`config.mk`:
```
export PLATFORM = sky130hd
export DESIGN_NAME = uart_rx_frame_ctrl_flat
export DESIGN_NICKNAME = d
export VERILOG_FILES = /design/src/rtl/uart_rx_frame_ctrl_if.sv /design/src/rtl/uart_rx_frame_ctrl.sv /design/src/flat_wrapper.sv
export SDC_FILE = /design/constraint.sdc
export NUM_CORES = 1
export LEC_CHECK = 0
export BUFFER_PORTS_ARGS = -buffer_cell sky130_fd_sc_hd__buf_2
export CORE_ASPECT_RATIO = 0.75
export CORE_MARGIN = 2
export CORE_UTILIZATION = 40
export CTS_BUF_LIST = sky130_fd_sc_hd__clkbuf_4 sky130_fd_sc_hd__clkbuf_8
export CTS_CLUSTER_DIAMETER = 150
export CTS_CLUSTER_SIZE = 30
export DETAILED_ROUTE_END_ITERATION = 10
export GPL_TIMING_DRIVEN = 0
export PLACE_DENSITY = 0.65
export SYNTH_ARGS = -nofsm -noshare
export SYNTH_HDL_FRONTEND = slang
export SYNTH_SLANG_ARGS = --single-unit
```
`constraint.sdc`:
```
create_clock -name CLK -period 2 [get_ports CLK]
set_input_delay 0.1 -clock CLK [delete_from_list [all_inputs] [get_ports CLK]]
set_output_delay 0.1 -clock CLK [all_outputs]
set_load 0.1 [all_outputs]
```
`src/rtl/uart_rx_frame_ctrl_if.sv`:
```
// uart_rx_frame_ctrl_if: serial line, frame config, counter handshake and result bundle; brk_det exists only with UART_RX_BREAK_DET_EN
interface uart_rx_frame_ctrl_if #(parameter int DATA_WIDTH = 8);
  logic RX_IN;
  logic [5:0] prescale;
  logic PAR_EN;
  logic PAR_TYP;
  logic [5:0] edge_cnt;
  logic [3:0] bit_cnt;
  logic cnt_enable;
  logic [DATA_WIDTH-1:0] P_DATA;
  logic data_valid;
  logic par_err;
  logic stp_err;
  logic busy;
`ifdef UART_RX_BREAK_DET_EN
  logic brk_det;
  modport master (output RX_IN, prescale, PAR_EN, PAR_TYP, edge_cnt, bit_cnt,
                  input cnt_enable, P_DATA, data_valid, par_err, stp_err, busy, brk_det);
  modport slave (input RX_IN, prescale, PAR_EN, PAR_TYP, edge_cnt, bit_cnt,
                 output cnt_enable, P_DATA, data_valid, par_err, stp_err, busy, brk_det);
`else
  modport master (output RX_IN, prescale, PAR_EN, PAR_TYP, edge_cnt, bit_cnt,
                  input cnt_enable, P_DATA, data_valid, par_err, stp_err, busy);
  modport slave (input RX_IN, prescale, PAR_EN, PAR_TYP, edge_cnt, bit_cnt,
                 output cnt_enable, P_DATA, data_valid, par_err, stp_err, busy);
`endif
endinterface

```
`src/rtl/uart_rx_frame_ctrl.sv`:
```
// uart_rx_frame_ctrl: UART RX frame FSM with 3-sample mid-bit majority vote; UART_RX_BREAK_DET_EN adds break detection
module uart_rx_frame_ctrl #(
  parameter int DATA_WIDTH  = 8,
  parameter int SYNC_STAGES = 2
) (
  input logic CLK,
  input logic RST,
  uart_rx_frame_ctrl_if.slave bus
);
  typedef enum logic [2:0] {IDLE, START, DATA, PARITY, STOP} state_t;
  state_t state_q, state_d;
  logic [SYNC_STAGES-1:0] sync_q, sync_d;
  logic s0_q, s0_d, s1_q, s1_d, maj_q, maj_d, done_q, done_d;
  logic [DATA_WIDTH-1:0] shift_q, shift_d, pdata_q, pdata_d;
  logic [5:0] pre_q, pre_d;
  logic par_en_q, par_en_d, par_typ_q, par_typ_d, par_fail_q, par_fail_d;
  logic dv_q, dv_d, pe_q, pe_d, se_q, se_d;
  logic rx_s, maj, in_frame;
  logic [5:0] mid;
`ifdef UART_RX_BREAK_DET_EN
  logic par_one_q, par_one_d, brk_q, brk_d, bd_q, bd_d;
`endif
  assign rx_s = sync_q[SYNC_STAGES-1];
  assign mid = pre_q >> 1;
  assign in_frame = state_q != IDLE;
  assign maj = (s0_q & s1_q) | (s0_q & rx_s) | (s1_q & rx_s);
  always_comb begin
    state_d = state_q;
    sync_d = {sync_q[SYNC_STAGES-2:0], bus.RX_IN};
    s0_d = (in_frame && bus.edge_cnt == mid - 6'd1) ? rx_s : s0_q;
    s1_d = (in_frame && bus.edge_cnt == mid) ? rx_s : s1_q;
    done_d = in_frame && bus.edge_cnt == mid + 6'd1;
    maj_d = done_d ? maj : maj_q;
    shift_d = shift_q;
    pdata_d = pdata_q;
    pre_d = pre_q;
    par_en_d = par_en_q;
    par_typ_d = par_typ_q;
    par_fail_d = par_fail_q;
    dv_d = 1'b0;
    pe_d = 1'b0;
    se_d = 1'b0;
`ifdef UART_RX_BREAK_DET_EN
    par_one_d = par_one_q;
    brk_d = brk_q && !rx_s;
    bd_d = 1'b0;
`endif
    case (state_q)
      IDLE: if (!rx_s && bus.prescale inside {6'd8, 6'd16, 6'd32}) begin
        state_d = START;
        pre_d = bus.prescale;
        par_en_d = bus.PAR_EN;
        par_typ_d = bus.PAR_TYP;
        par_fail_d = 1'b0;
`ifdef UART_RX_BREAK_DET_EN
        par_one_d = 1'b0;
`endif
      end
      START: if (done_q) state_d = maj_q ? IDLE : DATA;
      DATA: if (done_q) begin
        shift_d = {maj_q, shift_q[DATA_WIDTH-1:1]};
        if (bus.bit_cnt == 4'(DATA_WIDTH)) state_d = par_en_q ? PARITY : STOP;
      end
      PARITY: if (done_q) begin
        par_fail_d = maj_q != (^shift_q ^ par_typ_q);
`ifdef UART_RX_BREAK_DET_EN
        par_one_d = maj_q;
`endif
        state_d = STOP;
      end
      STOP: if (done_q) begin
        se_d = !maj_q;
        pe_d = maj_q && par_fail_q;
        dv_d = maj_q && !par_fail_q;
        if (dv_d) pdata_d = shift_q;
        state_d = IDLE;
      end
      default: state_d = IDLE;
    endcase
`ifdef UART_RX_BREAK_DET_EN
    // break replaces the stop error and parks in STOP until the line returns high
    if (state_q == STOP && done_q && !maj_q && shift_q == '0 && !par_one_q) begin
      se_d = 1'b0;
      bd_d = 1'b1;
      brk_d = 1'b1;
      state_d = STOP;
    end
    if (brk_q) state_d = rx_s ? IDLE : STOP;
`endif
  end
  always_ff @(posedge CLK or posedge RST)
    if (RST) begin
      state_q <= IDLE;
      sync_q <= '1;
      s0_q <= 1'b0;
      s1_q <= 1'b0;
      maj_q <= 1'b0;
      done_q <= 1'b0;
      shift_q <= '0;
      pdata_q <= '0;
      pre_q <= '0;
      par_en_q <= 1'b0;
      par_typ_q <= 1'b0;
      par_fail_q <= 1'b0;
      dv_q <= 1'b0;
      pe_q <= 1'b0;
      se_q <= 1'b0;
`ifdef UART_RX_BREAK_DET_EN
      par_one_q <= 1'b0;
      brk_q <= 1'b0;
      bd_q <= 1'b0;
`endif
    end else begin
      state_q <= state_d;
      sync_q <= sync_d;
      s0_q <= s0_d;
      s1_q <= s1_d;
      maj_q <= maj_d;
      done_q <= done_d;
      shift_q <= shift_d;
      pdata_q <= pdata_d;
      pre_q <= pre_d;
      par_en_q <= par_en_d;
      par_typ_q <= par_typ_d;
      par_fail_q <= par_fail_d;
      dv_q <= dv_d;
      pe_q <= pe_d;
      se_q <= se_d;
`ifdef UART_RX_BREAK_DET_EN
      par_one_q <= par_one_d;
      brk_q <= brk_d;
      bd_q <= bd_d;
`endif
    end
`ifdef UART_RX_BREAK_DET_EN
  assign bus.cnt_enable = in_frame && !brk_q;
  assign bus.brk_det = bd_q;
`else
  assign bus.cnt_enable = in_frame;
`endif
  assign bus.busy = in_frame;
  assign bus.P_DATA = pdata_q;
  assign bus.data_valid = dv_q;
  assign bus.par_err = pe_q;
  assign bus.stp_err = se_q;
endmodule

```
`src/flat_wrapper.sv`:
```
// flat-port wrapper written by rule: the top's interface ports become plain ports
module uart_rx_frame_ctrl_flat 
#(
  parameter int DATA_WIDTH  = 8,
  parameter int SYNC_STAGES = 2
)
  (CLK, RST, bus_RX_IN, bus_prescale, bus_PAR_EN, bus_PAR_TYP, bus_edge_cnt, bus_bit_cnt, bus_cnt_enable, bus_P_DATA, bus_data_valid, bus_par_err, bus_stp_err, bus_busy);
  uart_rx_frame_ctrl_if #(.DATA_WIDTH(DATA_WIDTH)) bus_i ();
  input logic CLK;
  input logic RST;
  input wire logic [$bits(bus_i.RX_IN)-1:0] bus_RX_IN;
  input wire logic [$bits(bus_i.prescale)-1:0] bus_prescale;
  input wire logic [$bits(bus_i.PAR_EN)-1:0] bus_PAR_EN;
  input wire logic [$bits(bus_i.PAR_TYP)-1:0] bus_PAR_TYP;
  input wire logic [$bits(bus_i.edge_cnt)-1:0] bus_edge_cnt;
  input wire logic [$bits(bus_i.bit_cnt)-1:0] bus_bit_cnt;
  output wire logic [$bits(bus_i.cnt_enable)-1:0] bus_cnt_enable;
  output wire logic [$bits(bus_i.P_DATA)-1:0] bus_P_DATA;
  output wire logic [$bits(bus_i.data_valid)-1:0] bus_data_valid;
  output wire logic [$bits(bus_i.par_err)-1:0] bus_par_err;
  output wire logic [$bits(bus_i.stp_err)-1:0] bus_stp_err;
  output wire logic [$bits(bus_i.busy)-1:0] bus_busy;
  assign bus_i.RX_IN = bus_RX_IN;
  assign bus_i.prescale = bus_prescale;
  assign bus_i.PAR_EN = bus_PAR_EN;
  assign bus_i.PAR_TYP = bus_PAR_TYP;
  assign bus_i.edge_cnt = bus_edge_cnt;
  assign bus_i.bit_cnt = bus_bit_cnt;
  assign bus_cnt_enable = bus_i.cnt_enable;
  assign bus_P_DATA = bus_i.P_DATA;
  assign bus_data_valid = bus_i.data_valid;
  assign bus_par_err = bus_i.par_err;
  assign bus_stp_err = bus_i.stp_err;
  assign bus_busy = bus_i.busy;
  uart_rx_frame_ctrl #(.DATA_WIDTH(DATA_WIDTH), .SYNC_STAGES(SYNC_STAGES)) u_core (.CLK(CLK), .RST(RST), .bus(bus_i));
endmodule
```
After elaboration in Yosys (flattened, before gate mapping) --
Index checks and enable logic that the tools add are counted.
Word-level totals: register bits after elaboration 37, input bits 21, output and inout bits 13, logic and storage cells 78
Operators by class: $add $sub $neg 2, equality and inequality tests 18, mux-type cells 18, bitwise operators 6, reduce and logical (&&, ||, !) cells 19
Operators by type and width (number):
- $mux W3 | 7
- $pmux W3 S5 | 1
- $eq A6 B6 Y1 | 2
- $ne A2 B1 Y1 const B | 6
- $mux W1 | 8
- $reduce_xor A8 Y1 | 1
- $add A5 B1 Y6 const B | 1
- $eq A3 B2 Y1 const B | 2
- $eq A6 B4 Y1 const B | 1
- $eq A6 B5 Y1 | 1
- $eq A6 B5 Y1 const B | 1
- $eq A6 B6 Y1 const B | 1
- $logic_and A1 B1 Y1 | 6
- $reduce_and A3 Y1 | 2
- $reduce_and A6 Y1 | 1
- $reduce_bool A3 Y1 | 2
- $sub A5 B1 Y6 const B | 1
- $eq A4 B4 Y1 const B | 1
- $reduce_and A2 Y1 | 2
- $and A1 B1 Y1 | 3
- $eq A3 B1 Y1 const B | 1
- $eq A3 B3 Y1 const B | 1
- $logic_not A1 Y1 | 3
- $logic_not A3 Y1 | 1
- other kinds (6) | 7

Longest topological paths before layout --
word-level depth 5, gate-level depth with buffers 7, mapped depth without buffers 7

Worst setup path after synthesis --
No wires, ideal clock.
kind reg-to-reg, start point register u_core.state_q[0], end point register u_core.state_q[0], library setup time 103 ps, arrival time 2216 ps, data required time 1897 ps, setup slack -319 ps, stages on the path, launching flop included 7, buffers on the path 1, period minus slack after synthesis 2319 ps, cells stage by stage dfrtp_1 -> clkbuf_1 -> nor3_1 -> inv_1 -> a2111oi_4 -> o21ai_2 -> o41ai_2
Between the ends: cells in the longest elaborated chain, start to end 3, elaborated cells on any way between the ends 13, those cells by class eq/ne: 10; mux: 1; reduce/logical: 2
Ends and longest elaborated chain:
- start, declared | RTL line uart_rx_frame_ctrl.sv:11 | state_t state_q, state_d;
- start signal, assigned | RTL line uart_rx_frame_ctrl.sv:114 | state_q <= state_d;
- $eq A3 B3 Y1, or another cell as far along | RTL line uart_rx_frame_ctrl.sv:48 | case (state_q)
- $ne A2 B1 Y1 (no source line)
- $reduce_and A6 Y1 (no source line)
Several ways; a longest one is shown, not always the timed one. A chain may end at the register's enable or synchronous reset.

Worst setup path in the final report --
start point register u_core.pre_q[1], end point register u_core.s0_q
Between the ends: cells in the longest elaborated chain, start to end 3
Ends and longest elaborated chain:
- start, declared | RTL line uart_rx_frame_ctrl.sv:15 | logic [5:0] pre_q, pre_d;
- start signal, assigned | RTL line uart_rx_frame_ctrl.sv:122 | pre_q <= pre_d;
- $sub A5 B1 Y6 | RTL line uart_rx_frame_ctrl.sv:30 | s0_d = (in_frame && bus.edge_cnt == mid - 6'd1) ? rx_s : s0_q;
- $eq A6 B6 Y1 | RTL line uart_rx_frame_ctrl.sv:30
- $logic_and A1 B1 Y1 | RTL line uart_rx_frame_ctrl.sv:30
- end signal, assigned | RTL line uart_rx_frame_ctrl.sv:95 | s0_q <= 1'b0;
- end signal, assigned | RTL line uart_rx_frame_ctrl.sv:116 | s0_q <= s0_d;
- end, declared | RTL line uart_rx_frame_ctrl.sv:13 | logic s0_q, s0_d, s1_q, s1_d, maj_q, maj_d, done_q, done_d;
No other way between the ends.

==> metrics.md <==
| Metric | Value |
|---|---|
| Vias in the first global route | 1267 |
| WP buf/inv | 1 |
| Slew Limit Headroom | 49.91% |
| Critical Path AT | 2.11 ns |
| Max-cap violation count | 0 |
| Tcrit/Tclk final | 96.74% |
| CTS tree | done |
| Crit path max fanout | 5 |
| Die X | 81.77 µm |
| Register area | 907.1 µm² |
| First-pass GRT wire length | 6.065 mm |
| Synthesized instance count | 154 |
| Cell Chain, Critical Path | buf_4, or4_1, nor2_1, xor2_1, nor4_2, mux2_2 |
| Multi-input logic area | 945.9 µm² |
| Htree depth | 2 |
| Starting Density | 41.10% |
| Tightest Pin Transition | 0.7505 ns |
| WS Path Type | reg -> reg |
| Critical Path Max Stage Delay | 0.50 ns |
| Most frequent cells in the layout | buf_2, dfrtp_1, mux2_2 |
| # diodes | 0 |
| RR Startpoint | u_core.pre_q[1] |
| Met3 Wirelength | 201 µm |
| I/O pin count | 34 |
| Req. time, crit path | 2.17 ns |
| Slew Viols, Final | 0 |
| Netlist Area Pre-Place | 1814 µm² |
| Drt total wl | 3.547 mm |
| Nets | 223 |
| Drt first pass iters | 4 |
| Synth top area share | 46.90% |
| Share of cells above drive strength 1 | 48.26% |
| Max Freq | 0.5169 GHz |
| Setup violations, final | 0 |
| Reg2Reg Depth | 6 |
| Pleak | 1.080 nW |
| GRT Resource Usage Total | 15.75% |
| Clk sinks | 36 |
| P per Cell Area | 1146 nW/µm² |
| TritonCTS buffer count | 5 |
| Synthesized flop and latch total | 36 |
| Worst-skew pair later-pin latency | 0.28 ns |
| IO Port Bufs | 33 |
| CP endpoint kind | register |
| Worst Hold Path EP | u_core.par_en_q |
| Routed Antenna Nets | 0 |
| VDD IR-drop max | 1.020 mV |
| Leading cell type in the layout, fill and taps excluded | buf_2 |
| Row count | 21 |
| Post-route met1 wirelength | 1.700 mm |
| Routability Congestion | 0.8230 |
| Grt total ovfl | 0 |
| Slowest CP cell | or4_1 |
| DP Area | 2078 µm² |
| Met2 layer wire length in the routed design | 1.592 mm |
| R2R Path End | u_core.s0_q |
| YS warnings | 0 |
| Fin. Hold Viols | 0 |
| Hold path start | bus_PAR_EN |
| Initial DRC Count | 66 |
| Vias per std cell | 5.105 |
| Via count | 1317 |
| Avg Inst Size Synth | 11.78 µm² |
| R2r setup slk | 0.07 ns |
| Min cycle time layout | 1.935 ns |
| Initial antenna violation count | 0 |
| Final hold slack | 0.04786 ns |
| Startpoint Class | register |
| Register area share after synthesis | 49.79% |
| Clock Skew | 0.005258 ns |
| Uppermost layer routed | met4 |
| Dominant cell type by area after synthesis | dfrtp_1 |
| Fill count | 408 |
| WHS Path Cells | 2 |
| Cell area after layout | 2315 µm² |
| DR DRC count | 0 |
| Outcome | finished clean |
| Detailed Place HPWL | 2.436 mm |
| Area contributors post-synth | dfrtp_1, mux2_2, xnor2_1 |
| Root Driver | clkbuf_8 |
| CTS max path bufs | 2 |
| Post-Syn Nets | 177 |
| Critical path's top delay family | simple AND/OR/NAND/NOR gates |
| DIE HEIGHT | 62.33 µm |
| Number of library cell types mapped by synthesis | 37 |
| Area of the core | 4414 µm² |
| HP Class | in -> reg |
| Die Area | 5096 µm² |
| WL/cell | 13.75 µm |
| Clock transition at path regs | 0.07 ns |
| Layout area overhead | 27.59% |
| Largest net degree at the start of global routing | 20 |
## synth_stat cells, drive strengths merged
| master | count |
|---|---|
| xnor2 | 14 |
| xor2 | 5 |
| nor4b | 2 |
| a211o | 1 |
| and2 | 1 |
| buf | 1 |
| or4b | 2 |
| nand4 | 2 |
| a31oi | 2 |
| maj3 | 1 |
| nor3 | 3 |
| o221ai | 1 |
| ha | 2 |
| nand2b | 4 |
| a2111oi | 1 |
| o21ai | 3 |
| or3b | 2 |
| o22ai | 2 |
| nand3 | 5 |
| nand3b | 1 |
| a21o | 1 |
| clkbuf | 4 |
| mux2 | 24 |
| o2bb2ai | 1 |
| nor4 | 3 |
| a21oi | 1 |
| nor3b | 1 |
| nor2 | 10 |
| or4 | 2 |
| dfstp | 2 |
| nor2b | 2 |
| nand2 | 7 |
| o41ai | 1 |
| inv | 6 |
| dfrtp | 34 |
## report_power, final
part	switching, W	internal (W)
Combinational	0.000665	0.000447
Sequential	0.000142	0.000844
Clock	0.000247	0.000308
Total	0.00105	0.00160
## through the flow
| stage | util (%) | worst slack, ns | setup TNS (ns) | cells | total power [W] |
|---|---|---|---|---|---|
| finish | 52.44 | 0.06530 | 0 | 258 | 0.002653 |
| global route | 52.44 | -0.006594 | -0.006594 | 258 | 0.002813 |
| CTS | 51.39 | -0.02361 | -0.02361 | 260 | 0.002572 |
| detailed placement | 47.08 | -0.2792 | -2.193 | 245 | 0.001924 |
| global placement | 46.46 | -0.2802 | -2.090 | 244 | 0.001916 |
| floorplan | - | -0.3194 | -2.398 | 154 | 0.001736 |
## final cells by class
| type | instances | area share [%] |
|---|---|---|
| timing repair buffer | 41 | 10.97 |
| clock buffer | 8 | 4.216 |
| sequential | 36 | 39.19 |
| multi-input combinational | 107 | 40.86 |
| inverter | 6 | 0.9730 |
| tap | 57 | 3.081 |
| buffer | 3 | 0.7027 |
## how the worst max path moves through the flow
stage                             end  slack, ns              start  cells after the start
floorplan           u_core.state_q[0]      -0.32  u_core.state_q[0]                      6
global placement    u_core.state_q[0]      -0.28  u_core.state_q[0]                      6
detailed placement  u_core.state_q[0]      -0.28  u_core.state_q[0]                      6
CTS                      u_core.maj_q      -0.02    u_core.pre_q[1]                      6
global route             u_core.maj_q     -0.007    u_core.pre_q[3]                      6
finish                    u_core.s0_q       0.07    u_core.pre_q[1]                      6
## worst register-to-register path, delay by kind of cell, from the launching register on
family | cells | cell delay [ns]
xor+xnor | 1 | 0.09
mux | 1 | 0.35
flops | 1 | 0.44
buf+inv | 1 | 0.16
simple gates | 3 | 0.78
## sequential cells by signal, indices dropped and copies added, names as in the netlist
name and cells:
u_core.state_q 3, u_core.done_q 1, u_core.bus.P_DATA 8, u_core.pre_q 5
u_core.par_en_q 1, u_core.bus.data_valid 1, u_core.par_typ_q 1, u_core.sync_q 2
u_core.bus.par_err 1, u_core.bus.stp_err 1, u_core.par_fail_q 1, u_core.s1_q 1
u_core.shift_q 8, u_core.s0_q 1, u_core.maj_q 1
## logic make-up after synthesis
kind of cell	after synthesis	share of synthesized area, %
buf+inv	11	2.483
compound gates	14	6.966
fa+ha+maj	3	1.931
xor+xnor	19	9.172
flops	36	49.79
simple gates	47	14.76
mux	24	14.90
## repair_timing
item	4_1_cts	5_1_grt
gates cloned	0	0
hold buffers	2	0
resized for setup	9	12
hold endpoints to repair	16	0
setup buffers	5	0
setup endpoints to repair	19	18
pin swaps	4	3
## metal layers
metal	track usage, %	up-vias
met5	0	-
met4	5.625	0
met3	5.233	5
met2	22.36	37
met1	22.36	636
li1	-	639
Note: power is estimated with default switching activity, not from simulation.
